### src/rtl/kl10_scd_pkg.sv
//------------------------------------------------------------------------------
// Module : kl10_scd_pkg
// Brief  : Operand-select, function and SC-op encodings for the SCD datapath.
// Rev    : 1.0
//------------------------------------------------------------------------------
`default_nettype none

package kl10_scd_pkg;

    localparam int SCD_SCW_DEFAULT   = 10;
    localparam int SCD_SHMAX_DEFAULT = 36;

    localparam logic [1:0] SCADA_FE    = 2'd0;
    localparam logic [1:0] SCADA_BYTEP = 2'd1;
    localparam logic [1:0] SCADA_EXP   = 2'd2;
    localparam logic [1:0] SCADA_MAGIC = 2'd3;

    localparam logic [1:0] SCADB_SC    = 2'd0;
    localparam logic [1:0] SCADB_BYTES = 2'd1;
    localparam logic [1:0] SCADB_ARLO  = 2'd2;
    localparam logic [1:0] SCADB_MAGIC = 2'd3;

    localparam logic [2:0] SCAD_A      = 3'd0;
    localparam logic [2:0] SCAD_AMB    = 3'd1;
    localparam logic [2:0] SCAD_APB    = 3'd2;
    localparam logic [2:0] SCAD_AM1    = 3'd3;
    localparam logic [2:0] SCAD_AP1    = 3'd4;
    localparam logic [2:0] SCAD_B      = 3'd5;
    localparam logic [2:0] SCAD_OR     = 3'd6;
    localparam logic [2:0] SCAD_AND    = 3'd7;

    localparam logic [1:0] SC_HOLD     = 2'd0;
    localparam logic [1:0] SC_SCAD     = 2'd1;
    localparam logic [1:0] SC_FE       = 2'd2;
    localparam logic [1:0] SC_STEP     = 2'd3;

endpackage

`default_nettype wire

### src/rtl/scd_scad.sv
//------------------------------------------------------------------------------
// Module : scd_scad
// Brief  : SCAD operand muxes and 10-bit ALU; purely combinational.
// Rev    : 1.0
//------------------------------------------------------------------------------
`default_nettype none

module scd_scad
    import kl10_scd_pkg::*;
#(
    parameter int SCW = SCD_SCW_DEFAULT
) (
    input  logic [0:SCW-1] i_fe,
    input  logic [0:SCW-1] i_sc,
    input  logic [0:35]    i_ar,
    input  logic [0:8]     i_magic,
    input  logic [1:0]     i_sel_a,
    input  logic [1:0]     i_sel_b,
    input  logic [2:0]     i_fn,
    output logic [0:SCW-1] o_scad,
    output logic           o_neg,
    output logic           o_zero
);

    logic [0:SCW-1] w_a;
    logic [0:SCW-1] w_b;
    logic [0:SCW-1] w_magic_sx;
    logic [0:7]     w_exp;
    logic           w_unused_ar;

    assign w_magic_sx  = {{(SCW-9){i_magic[0]}}, i_magic};
    // Exponent field is stored ones-complemented for negative numbers.
    assign w_exp       = i_ar[1:8] ^ {8{i_ar[0]}};
    assign w_unused_ar = ^i_ar[12:27];

    always_comb begin
        w_a = i_fe;
        case (i_sel_a)
            SCADA_FE:    w_a = i_fe;
            SCADA_BYTEP: w_a = {{(SCW-6){1'b0}}, i_ar[0:5]};
            SCADA_EXP:   w_a = {{(SCW-8){1'b0}}, w_exp};
            SCADA_MAGIC: w_a = w_magic_sx;
            default:     w_a = i_fe;
        endcase
    end

    always_comb begin
        w_b = i_sc;
        case (i_sel_b)
            SCADB_SC:    w_b = i_sc;
            SCADB_BYTES: w_b = {{(SCW-6){1'b0}}, i_ar[6:11]};
            SCADB_ARLO:  w_b = {{(SCW-8){1'b0}}, i_ar[28:35]};
            SCADB_MAGIC: w_b = w_magic_sx;
            default:     w_b = i_sc;
        endcase
    end

    always_comb begin
        o_scad = w_a;
        case (i_fn)
            SCAD_A:   o_scad = w_a;
            SCAD_AMB: o_scad = w_a - w_b;
            SCAD_APB: o_scad = w_a + w_b;
            SCAD_AM1: o_scad = w_a - SCW'(1);
            SCAD_AP1: o_scad = w_a + SCW'(1);
            SCAD_B:   o_scad = w_b;
            SCAD_OR:  o_scad = w_a | w_b;
            SCAD_AND: o_scad = w_a & w_b;
            default:  o_scad = w_a;
        endcase
    end

    assign o_neg  = o_scad[0];
    assign o_zero = (o_scad == '0);

endmodule

`default_nettype wire

### src/rtl/scd.sv
//------------------------------------------------------------------------------
// Module : scd
// Brief  : SC/FE registers, SC step counter, loop-done pulse, SHM shift count.
// Rev    : 1.0
//------------------------------------------------------------------------------
`default_nettype none

module scd
    import kl10_scd_pkg::*;
#(
    parameter int SCW   = SCD_SCW_DEFAULT,
    parameter int SHMAX = SCD_SHMAX_DEFAULT
) (
    input  logic           clk,
    input  logic           reset,
    input  logic [0:35]    EDP_AR,
    input  logic [0:8]     CRAM_MAGIC,
    input  logic [1:0]     CRAM_SCADA,
    input  logic [1:0]     CRAM_SCADB,
    input  logic [2:0]     CRAM_SCAD,
    input  logic [1:0]     CRAM_SC,
    input  logic           CRAM_FE,
    output logic [0:SCW-1] SCD_SC,
    output logic [0:SCW-1] SCD_FE,
    output logic [0:SCW-1] SCD_SCAD,
    output logic           SCD_SCADneg,
    output logic           SCD_SCADzero,
    output logic [5:0]     SCD_SHcount,
    output logic           SCD_loopDone
);

    logic [0:SCW-1] r_sc;
    logic [0:SCW-1] r_fe;
    logic           r_loop_done;
    logic [0:SCW-1] w_scad;
    logic [0:SCW-1] w_sc_next;
    logic           w_sc_zero;

    scd_scad #(
        .SCW (SCW)
    ) u_scad (
        .i_fe    (r_fe),
        .i_sc    (r_sc),
        .i_ar    (EDP_AR),
        .i_magic (CRAM_MAGIC),
        .i_sel_a (CRAM_SCADA),
        .i_sel_b (CRAM_SCADB),
        .i_fn    (CRAM_SCAD),
        .o_scad  (w_scad),
        .o_neg   (SCD_SCADneg),
        .o_zero  (SCD_SCADzero)
    );

    assign w_sc_zero = (r_sc == '0);

    always_comb begin
        w_sc_next = r_sc;
        case (CRAM_SC)
            SC_HOLD: w_sc_next = r_sc;
            SC_SCAD: w_sc_next = w_scad;
            SC_FE:   w_sc_next = r_fe;
            // Step saturates at zero so a stray extra step cannot wrap.
            SC_STEP: w_sc_next = w_sc_zero ? r_sc : (r_sc - SCW'(1));
            default: w_sc_next = r_sc;
        endcase
    end

    always_ff @(posedge clk) begin
        if (reset) begin
            r_sc        <= '0;
            r_fe        <= '0;
            r_loop_done <= 1'b0;
        end else begin
            r_sc        <= w_sc_next;
            if (CRAM_FE) begin
                r_fe    <= w_scad;
            end
            r_loop_done <= (CRAM_SC == SC_STEP) && (r_sc == SCW'(1));
        end
    end

    // Negative counts shift nothing; large counts clamp to a full shift-out.
    always_comb begin
        SCD_SHcount = r_sc[SCW-6:SCW-1];
        if (r_sc[0]) begin
            SCD_SHcount = 6'd0;
        end else if (r_sc >= SCW'(SHMAX)) begin
            SCD_SHcount = 6'(SHMAX);
        end
    end

    assign SCD_SC       = r_sc;
    assign SCD_FE       = r_fe;
    assign SCD_SCAD     = w_scad;
    assign SCD_loopDone = r_loop_done;

endmodule

`default_nettype wire

### config.mk
export PLATFORM = sky130hd
export DESIGN_NAME = scd
export DESIGN_NICKNAME = d
export VERILOG_FILES = /design/src/rtl/kl10_scd_pkg.sv /design/src/rtl/scd_scad.sv /design/src/rtl/scd.sv
export SDC_FILE = /design/constraint.sdc
export NUM_CORES = 1
export LEC_CHECK = 0
export ABC_AREA = 1
export ABC_CLOCK_PERIOD_IN_PS = 4450
export BUFFER_PORTS_ARGS = -buffer_cell sky130_fd_sc_hd__buf_4
export CORE_ASPECT_RATIO = 1.1
export CORE_MARGIN = 4
export CORE_UTILIZATION = 53
export CTS_CLUSTER_DIAMETER = 50
export DETAILED_ROUTE_END_ITERATION = 16
export GPL_TIMING_DRIVEN = 0
export PLACE_DENSITY_LB_ADDON = 0.25
export SLEW_MARGIN = 20
export SYNTH_ARGS = -nofsm -noshare
export SYNTH_HDL_FRONTEND = slang
export SYNTH_SLANG_ARGS = --single-unit
export TNS_END_PERCENT = 100
### constraint.sdc
create_clock -name clk -period 4.45 [get_ports clk]
set_input_delay 0.445 -clock clk [delete_from_list [all_inputs] [get_ports clk]]
set_output_delay 0.445 -clock clk [all_outputs]
set_load 0.03 [all_outputs]
After elaboration in Yosys (flattened, before gate mapping)
Index checks and enable logic that the tools add are counted.
{"block": "op_classes", "addsub": 5, "n_mux": 7, "n_reduce_logical": 8, "bitwise": 4, "magnitude_cmp": 1, "n_eq_ne": 18}
{"op": "10-bit one-hot mux with 4 select lines", "count": 2}
{"op": "10-bit one-hot mux with 8 select lines", "count": 1}
{"op": "10-bit one-hot mux with 3 select lines", "count": 1}
{"op": "10-bit logical NOT", "count": 2}
{"op": "10-bit by 1-bit subtractor with 10-bit output, second input constant", "count": 2}
{"op": "2-bit == test, second input constant", "count": 6}
{"op": "3-bit == test, second input constant", "count": 4}
{"op": "6-bit 2-to-1 mux", "count": 2}
{"op": "10-bit by 1-bit adder with 10-bit output, second input constant", "count": 1}
{"op": "10-bit adder", "count": 1}
{"op": "10-bit AND", "count": 1}
{"op": "10-bit by 1-bit == test with 1-bit output, second input constant", "count": 1}
{"op": "10-bit by 6-bit greater-or-equal comparator with 1-bit output, second input constant", "count": 1}
{"op": "10-bit 2-to-1 mux", "count": 1}
{"op": "10-bit bitwise OR", "count": 1}
{"op": "10-bit subtractor", "count": 1}
{"op": "8-bit XOR", "count": 1}
{"op": "2-bit by 1-bit == test with 1-bit output, second input constant", "count": 3}
{"op": "3-bit by 2-bit == test with 1-bit output, second input constant", "count": 2}
{"op": "2-bit logical NOT", "count": 3}
{"op": "3-bit by 1-bit == test with 1-bit output, second input constant", "count": 1}
{"op": "3-bit logical NOT", "count": 1}
{"op": "2-bit != test, second input constant", "count": 1}
{"op": "2-bit AND reduction", "count": 1}
{"op": "2 further kinds", "count": 2}
{"block": "totals", "reg_bits": 21}

Logic depth before layout (Yosys ltp)
Gate-level depths: netlist of run 1.
{"block": "depth", "ltp_word": 5, "depth_mapped": 27, "depth_no_buf": 27}

Hierarchy
A second synthesis of run 1 with hierarchy kept.
{"block": "hier_totals", "hier_cells": 565, "area_unflattened_um2": 3059.2}
{"module": "scd_scad", "cells_per_inst": 363, "n_inst": 1, "area_each_um2": 1786.7}
{"module": "scd", "cells_per_inst": 202, "n_inst": 1, "area_each_um2": 1272.5}

Worst setup path before layout of run 1
OpenSTA, ideal clock, no wires.
{"block": "synth_timing", "kind": "input -> output", "startpoint": "input port CRAM_SCADB[0]", "endpoint": "output port SCD_SCADzero", "n_path_buf": 1, "cell_stages": 18, "arrival_time_ns": 3.711, "t_required_ns": 4.005, "setup_slack_ns": 0.294, "path_cell_list": "buf_6 nor2_2 nand2_1 nand3_1 nand2_2 ha_1 o22ai_1 fa_1 o21ai_0 nand2_1 nand2_1 a21oi_1 or2_2 nand3_1 o211ai_1 nor4_1 nand3_1 nor2_1"}
{"block": "synth_via", "elab_chain_cells": 5, "elab_cells_between_ends": 11, "classes_between": "2 x add/sub; 3 x eq/ne; 2 x mux; 2 x bitwise; 2 x reduce/logical"}
{"element": "from (decl)", "line": "scd.sv:19", "rtl": "input logic [1:0] CRAM_SCADB,"}
{"element": "2-bit == test (tied with other cells)", "line": "scd_scad.sv:49", "rtl": "case (i_sel_b)"}
{"element": "10-bit one-hot mux with 4 select lines (*)", "line": "scd_scad.sv:49"}
{"element": "10-bit adder (tied with other cells)", "line": "scd_scad.sv:63", "rtl": "SCAD_APB: o_scad = w_a + w_b;"}
{"element": "10-bit one-hot mux with 8 select lines (*)", "line": "scd_scad.sv:60", "rtl": "case (i_fn)"}
{"element": "net SCD_SCAD (one bit)", "line": "scd.sv:25", "rtl": "output logic [0:SCW-1] SCD_SCAD,"}
{"element": "10-bit logical NOT (*)", "line": "scd_scad.sv:74", "rtl": "assign o_zero = (o_scad == '0);"}
{"element": "to (decl)", "line": "scd.sv:27", "rtl": "output logic SCD_SCADzero,"}
The timed path passes the listed nets; every way through them passes the cells marked *.

Worst setup path in the final report of run 1
{"block": "layout_timing", "startpoint": "input port CRAM_SCAD[0]", "endpoint": "output port SCD_SCADzero"}
{"block": "layout_via", "elab_chain_cells": 3, "elab_cells_between_ends": 10, "classes_between": "7 x eq/ne; 1 x mux; 2 x reduce/logical"}
{"element": "from (decl)", "line": "scd.sv:20", "rtl": "input logic [2:0] CRAM_SCAD,"}
{"element": "3-bit == test (tied with other cells)", "line": "scd_scad.sv:60"}
{"element": "10-bit one-hot mux with 8 select lines (*)", "line": "scd_scad.sv:60"}
{"element": "10-bit logical NOT (*)", "line": "scd_scad.sv:74"}
Mark *: on every way between the ends. The rest lies on a longest branch, timed or not.

==> metrics.md, run 1 <==
| Metric | Value |
|---|---|
| Status | finished clean |
| Wire per inst | 15.0 microns |
| Worst Path Max Fanout | 8 |
| Power Density | 308 nW/um^2 |
| CTS tree | yes |
| Flop-to-flop setup slack | 1.19 ns |
| Switching Fraction | 51.8% |
| Core area | 5470 sq um |
| Crit path buffers/inverters | 6 |
| Vias in the first global route | 3412 |
| Syn Std Cell Area | 3030 sq um |
| Most frequent cells in the layout | 89 x nand2_1, 79 x buf_4, 77 x inv_1, 42 x o21ai_0, 37 x nor2_1 |
| Synth Register Bits | 21 |
| Hold Slack | 0.458 ns |
| CTS root buf | clkbuf_8 |
| Seq/Total Area, Yosys | 13.9% |
| WHS Path Cells | 4 |
| Final Max Tran Viols | 0 |
| Reg2reg start | SCD_SC[8]$_SDFFE_PP0P_ |
| CP Capture Type | output port |
| Total Wirelength | 9750 microns |
| Fill cells | 529 |
| Cell Chain, Critical Path | buf_4 -> nor3_4 -> inv_2 -> nand2_4 -> clkinv_4 -> nor2_4 -> inv_1 -> o22ai_1 -> inv_1 -> ha_1 -> a21oi_1 -> o21ai_0 -> xnor2_1 -> o221ai_1 -> nor4_1 -> nand3_1 -> nor2_1 -> buf_4 |
| Hold_sp | reset |
| Antenna Nets Post-Route | 0 |
| Post-Syn Area per Cell | 6.14 sq um |
| Reg power frac | 21.0% |
| Max Clock Skew | 0.00540 ns |
| Combinational cell fraction of total power | 68.3% |
| Clock Sinks | 21 |
| WP data arrival | 3.71 ns |
| Initial antenna violation count | 0 |
| Share of layout cells above drive strength 1 | 27.1% |
| Via density | 5.68 |
| Fin Setup TNS | 0 ns |
| Number of diodes | 0 |
| Max-cap violations | 0 |
| CP peak stage delay | 0.46 ns |
| Die area | 6980 sq um |
| Peak VDD IR | 0.212 mV |
| Final setup fails | 0 |
| Largest net degree at the start of global routing | 12 |
| Synthesized instance count | 493 |
| Final number of hold-violating endpoints | 0 |
| Setup CP Type | primary input to output port |
| Total Routing Usage GR | 27.8% |
| CP required | 4.01 ns |
| Reg clk slew, reported paths | 0.07 ns |
| Initial Util | 55.4% |
| Capturing point of the worst reg2reg path | SCD_SC[1]$_SDFFE_PP0P_ |
| Pre-antenna DRT Iters | 6 |
| Via count | 3693 |
| Area delta synth->final | 25.3% |
| Worst-Skew Late Latency | 0.26 ns |
| Ys async rst share | 0% |
| Hold-fix buffers at CTS | 0 |
| GR Overflow Total | 0 |
| Total clock buffers created by CTS | 3 |
| Worst Hold End | SCD_FE[7]$_SDFFE_PP0P_ |
| Cell-internal power | 0.563 mW |
| Most common cell after layout, fill and taps aside | nand2_1 |
| RSZ-0062 raised after global routing | no |
| Final core occ | 69.4% |
| Worst min path class | primary input to register |
| Final Cycle Share | 93.3% |
| Fmax achieved | 241 MHz |
| First-pass GRT wire length | 15700 microns |
| Synthesized Nets | 564 |
| Max Root-Sink Buffers | 2 |
| EDFF count, synth | 0 |
| Ys Warns | 0 |
| Top Family by Delay on Critical Path | simple AND/OR/NAND/NOR gates |
| Rel. slew slack | 48.4% |
| Post-detail-place hpwl | 7890 microns |
| CP max-delay cell | nor4_1 |
| Width of the die | 80.0 microns |
| Slew at the pin with the worst max-slew slack | 0.771 ns |
| Nets | 647 |
| CTS H-tree depth | 1 |
| Switch Pwr | 0.606 mW |
| Chip height | 87.2 microns |
| Distinct cells, synth | 48 |
| R2R cell count | 24 |
| Clock network power share | 10.7% |
| Top_reg_cell synth | dfxtp_1 |
| Final RePlAce weighted congestion | 0.924 |
| Row cnt | 28 |
| Port Buf Inserts | 76 |
| Setup crit start kind | primary input |
| Boundary pin count | 96 |
| Lkg Pwr | 1.92 nW |
| Tmin final | 4.15 ns |
| DRT iter0 DRCs | 373 |
| Residual DRC | 0 |
==> worst reg2reg max path: cells and delay by family (launching register included) <==
family                     cells  cell delay (ns)
DFF                            1             0.32
adders and majority gates      1             0.27
buffers and inverters          4             0.46
AOI/OAI and AO/OA              7             1.20
and+or+nand+nor               12             0.94
==> area by class of cell <==
class                      instances  area (sq um)  area share, %
buffer                            10          60.1           1.58
clock buffer                       4          45.0           1.19
inverter                          90           345           9.11
multi-input combinational        372          2240           59.1
sequential                        21           420           11.1
tap                               75          93.8           2.48
timing repair buffer              78           586           15.4
==> flip-flops by register name, indices dropped and copies added (netlist names) <==
name,flops
SCD_loopDone,1
SCD_SC,10
SCD_FE,10
==> cells by family (layout without fill, tap and decap cells) <==
kind of cell | Yosys count | after routing | synth area share, %
buffers and inverters | 100 | 182 | 13.4
adder cells (fa/ha/maj) | 14 | 14 | 6.04
AND/OR/NAND/NOR | 214 | 214 | 37.1
flip-flops | 21 | 21 | 13.9
XOR/XNOR | 14 | 14 | 4.05
AO/OA/AOI/OAI | 130 | 130 | 25.5
==> metal layers <==
layer	share of wire (%)	up-vias	routed length, microns	track usage [%]
met5	0	-	0	0
li1	-	1804	-	-
met4	2.1	0	203	5.68
met3	8.1	22	793	3.42
met1	44	1676	4260	37.9
met2	46	191	4500	47.1
==> power groups by stage <==
stage | Sequential, mW | Clock, mW | Combinational, mW
floorplan | 0.283 | 0 | 0.490
global placement | 0.247 | 0 | 0.751
detailed placement | 0.248 | 0 | 0.766
CTS | 0.243 | 0.126 | 0.770
global route | 0.248 | 0.132 | 0.869
finish | 0.245 | 0.125 | 0.798
==> how the worst max path moves through the flow <==
stage,startpoint,end,slack (ns),cells after the start
2_1_floorplan,CRAM_SCADB[0],SCD_SCADzero,0.29,18
3_3_place_gp,CRAM_SCAD[2],SCD_SCADzero,0.07,24
3_5_place_dp,CRAM_SCAD[2],SCD_SCADzero,0.03,24
4_1_cts,CRAM_SCAD[2],SCD_SCADzero,0.02,24
5_1_grt,CRAM_SCAD[0],SCD_SCADzero,0.009,22
6_report,CRAM_SCAD[0],SCD_SCADzero,0.30,18
==> per-stage QoR <==
step	worst slack [ns]	instance area (sq um)	std cells	power [mW]
3_3_place_gp	0.0725	3690	644	0.998
5_1_grt	0.00854	3790	650	1.25
4_1_cts	0.0176	3730	648	1.14
3_5_place_dp	0.0321	3690	644	1.01
2_1_floorplan	0.294	3030	493	0.773
6_report	0.298	3790	650	1.17
==> cell usage after synthesis (2+ instances only) <==
cell,n,area share (%)
xor2_1,9,2.6
o21bai_1,2,0.50
ha_1,13,5.4
nor3_1,7,1.2
inv_2,11,1.4
clkbuf_1,4,0.50
a31oi_1,5,1.0
o21ai_1,9,1.5
o21ai_0,45,7.4
nand3_2,10,3.3
xnor2_1,5,1.4
a21oi_1,36,6.0
nand2_4,4,1.5
nand3_1,21,3.5
nor4_1,5,1.0
nor2_4,7,2.6
or2_2,3,0.62
nor2_1,37,4.6
buf_2,3,0.50
o221ai_1,3,0.87
dfxtp_1,21,14
nor2_2,7,1.4
a32oi_1,2,0.58
buf_6,2,0.74
inv_1,77,9.6
a211oi_1,5,1.2
nand3_4,2,1.2
a22oi_1,6,1.5
nand2_2,16,3.3
nand2_1,89,11
o211ai_1,2,0.50
nand4_1,2,0.41
o22ai_1,2,0.41
a221oi_1,7,2.0
==> what timing repair did <==
action	in CTS	in global routing
endpoints found under the setup margin	0	4
buffers inserted	0	2
resized for setup	0	10
(Power assumes the default switching activity.)
==> inputs of run 2 (changes only) <==
- ABC_AREA: 1 -> unset
- ABC_CLOCK_PERIOD_IN_PS: 4450 -> unset
- CORE_UTILIZATION: 53 -> 52
==> metrics.md, run 2 <==
| Metric | Value |
|---|---|
| WP data arrival | 4.22 ns (+0.51 ns) |
| Share of layout cells above drive strength 1 | 34.6% (+7.5 points) |
| Ys async rst share | 0% (unchanged) |
| Total Routing Usage GR | 29.7% (+1.9 points) |
| Crit path launch | CRAM_SCADB[1] |
| Residual DRC | 0 (unchanged) |
| Post-Syn Area per Cell | 7.61 sq um (+24%) |
| Area delta synth->final | 38.2% |
| Boundary pin count | 96 (unchanged) |
| Setup CP Type | primary input to output port |
| WHS Path Cells | 3 (-1) |
| Worst Path Max Fanout | 5 (-3) |
| Synthesized instance count | 375 (-24%) |
| Wire per inst | 18.3 microns (+22%) |
| Core area | 5360 sq um (-1.9%) |
| RSZ-0062 raised after global routing | yes |
| Failing checks | setup timing |
| Most frequent cells in the layout | 93 x buf_4, 64 x nor2_1, 36 x a21oi_1, 19 x dfxtp_1, 19 x mux2i_1 |
| Nets | 552 (-15%) |
| Die area | 6740 sq um (-3.5%) |
| Final setup fails | 3 (+3) |
| EDFF count, synth | 0 (unchanged) |
| Capturing point of the worst reg2reg path | SCD_SC[1]$_SDFFE_PP0P_ |
| Syn Std Cell Area | 2850 sq um (-5.7%) |
| Reg2reg start | SCD_SC[8]$_SDFFE_PP0P_ |
| Final Cycle Share | 105% (+12 points) |
| Power Density | 338 nW/um^2 (+9.7%) |
| Total Wirelength | 10200 microns (+4.4%) |
| Design Power | 1.33 mW (+14%) |
| Setup ws final | -0.218 ns (-0.516 ns) |
| Peak VDD IR | 0.235 mV (+10%) |
| Initial antenna violation count | 0 (unchanged) |
| Distinct cells, synth | 63 (+31%) |
| CP max-delay cell | mux4_2 |
| Total clock buffers created by CTS | 3 (unchanged) |
| Synth Register Bits | 21 (unchanged) |
| Tmin final | 4.67 ns (+0.516 ns) |
| Max Clock Skew | 0.00102 ns (-0.00438 ns) |
| CTS tree | yes |
| Synthesized Nets | 446 (-21%) |
| Reg clk slew, reported paths | 0.08 ns (about the same) |
| Top-count cell post-synth | nor2_1 |
| Number of diodes | 0 (unchanged) |
| GR Overflow Total | 0 (unchanged) |
| Row cnt | 28 (unchanged) |
| Width of the die | 78.6 microns (-1.8%) |
| Final core occ | 73.6% (+4.2 points) |
| Area leader, netlist | dfxtp_1 |
| Flop-to-flop setup slack | 0.56 ns (-0.63 ns) |
| Via count | 3481 (-5.7%) |
| CTS H-tree depth | 1 (unchanged) |
| Post-detail-place hpwl | 7620 microns (-3.5%) |
| Largest net degree at the start of global routing | 12 (unchanged) |
| Max Root-Sink Buffers | 2 (unchanged) |
| Antenna Nets Post-Route | 0 (unchanged) |
| Rel. slew slack | 29.8% (-19 points) |
| Final number of hold-violating endpoints | 0 (unchanged) |
| Initial Util | 53.2% (-2.1 points) |
| Final Max Tran Viols | 0 (unchanged) |
| CTS root buf | clkbuf_8 |
| Port Buf Inserts | 75 (-1.3%) |
| Top_reg_cell synth | dfxtp_1 |
| Fmax achieved | 214 MHz (-11%) |
| R2R cell count | 20 (-17%) |
| Worst-Skew Late Latency | 0.26 ns (about the same) |
| CP required | 4.01 ns (about the same) |
| Vias in the first global route | 3237 (-5.1%) |
| Slew at the pin with the worst max-slew slack | 1.05 ns (+0.283 ns) |
| Pre-antenna DRT Iters | 6 (unchanged) |
| Synth area leaders | dfxtp_1 15%, nor2_1 8.6%, mux4_2 7.9%, a21oi_1 7.0%, mux2i_1 6.7% |
| Lkg Pwr | 1.71 nW (-11%) |
| Status | complete, but fails checks |
| Crit path buffers/inverters | 5 (-1) |
| First-pass GRT wire length | 16000 microns (+1.9%) |
| Critical Path Stages | 18 (unchanged) |
| Top cells by count, synth | 65 x nor2_1, 40 x a21oi_1, 21 x dfxtp_1 |
| Setup crit start kind | primary input |
| Worst min path class | primary input to register |
| Clock Sinks | 21 (unchanged) |
| Max-cap violations | 0 (unchanged) |
| CP peak stage delay | 0.55 ns (+0.09 ns) |
| Via density | 6.27 (+10%) |
| Cell Chain, Critical Path | buf_8 -> buf_12 -> mux4_2 -> buf_6 -> nor3_4 -> nand2_2 -> xnor2_1 -> a21oi_2 -> ha_2 -> or3_1 -> o211ai_1 -> o21a_1 -> xor2_2 -> maj3_2 -> o211ai_4 -> inv_2 -> nor4_4 -> buf_4 |
| Most common cell after layout, fill and taps aside | buf_4 |
| Seq/Total Area, Yosys | 14.7% (+0.84 points) |
| DRT iter0 DRCs | 281 (-25%) |
| CP Capture Type | output port |
| Final RePlAce weighted congestion | 0.925 (+0.11%) |
| Ys Warns | 0 (unchanged) |
| Yosys top cell area share | 14.7% (+0.84 points) |
| Crit path capture | SCD_SCADzero |
| Chip height | 85.7 microns (-1.8%) |
| Pre-CTS WS | -0.479 ns (-0.511 ns) |
| Top Family by Delay on Critical Path | simple AND/OR/NAND/NOR gates |
==> run 2: cell types whose count changed after synthesis, sizes merged, moves of 9 or more <==
cell	delta
mux4	+11
nand3	-28
maj3	+9
nand2	-91
inv	-73
a211oi	+12
mux2i	+19
clkbuf	+11
nor2	+14
o21ai	-48
xnor2	+10
==> run 2: per-layer routing <==
layer | part of all wire, % | up-vias | track usage, % | routed length, microns
met3 | 9.8 | 43 | 4.10 | 993
met2 | 47 | 236 | 50.5 | 4780
met5 | 0 | - | 0 | 0
li1 | - | 1575 | - | -
met1 | 40 | 1627 | 38.2 | 4040
met4 | 3.6 | 0 | 10.5 | 371
==> run 2: how the worst min path moves through the flow <==
stage / start / endpoint
3_3_place_gp: SCD_FE[2]$_SDFFE_PP0P_ / SCD_FE[2]$_SDFFE_PP0P_
2_1_floorplan: CRAM_FE / SCD_FE[0]$_SDFFE_PP0P_
5_1_grt: reset / SCD_loopDone$_SDFF_PP0_
3_5_place_dp: SCD_FE[2]$_SDFFE_PP0P_ / SCD_FE[2]$_SDFFE_PP0P_
4_1_cts: CRAM_FE / SCD_FE[0]$_SDFFE_PP0P_
6_report: CRAM_FE / SCD_FE[0]$_SDFFE_PP0P_
==> run 2: worst min-delay path, stage by stage <==
cell and delay [ns]:
buf_4 0.08, nand2b_1 0.04, o22ai_1 0.10
==> run 2: repair_timing <==
| action | in CTS | in global routing |
|---|---|---|
| hold buffers | 0 | 0 |
| pin swaps | 29 | 11 |
| resized for setup | 22 | 19 |
| buffers inserted | 19 | 7 |
| setup endpoints to repair | 5 | 4 |
==> run 2: area by class of cell <==
class,instances,area [sq um]
Sequential cell,21,423
Multi-Input combinational cell,312,2390
Inverter,17,65.1
Fill cell,430,1420
Timing Repair Buffer,101,792
Clock buffer,4,45.0
Buffer,25,135
Tap cell,75,93.8
==> run 2: logic make-up (layout without fill, tap and decap cells) <==
kind of cell               count (synthesis)  after routing  share of synthesized area, %
AOI/OAI and AO/OA                         95             95                          22.1
muxes                                     32             32                          16.3
DFF                                       21             21                          14.7
adders and majority gates                 23             23                          9.61
buffers and inverters                     42            147                          6.36
and+or+nand+nor                          135            135                          22.6
xor gates and xnor gates                  27             27                          8.29
==> run 2: per-stage QoR <==
step                instances  hold WS [ns]  setup TNS, ns  cell area (sq um)
floorplan                 375         0.608         -0.184               2900
global placement          525         0.543          -1.12               3550
detailed placement        525         0.556          -1.65               3550
CTS                       548         0.458        -0.0400               3810
global route              555         0.494          -1.06               3940
finish                    555         0.453         -0.521               3940
==> run 2: power breakdown <==
group	switching (mW)	total, mW	internal (mW)
Sequential	0.0382	0.253	0.214
Combinational	0.538	0.952	0.414
Clock	0.0646	0.128	0.0639
Total	0.640	1.33	0.692
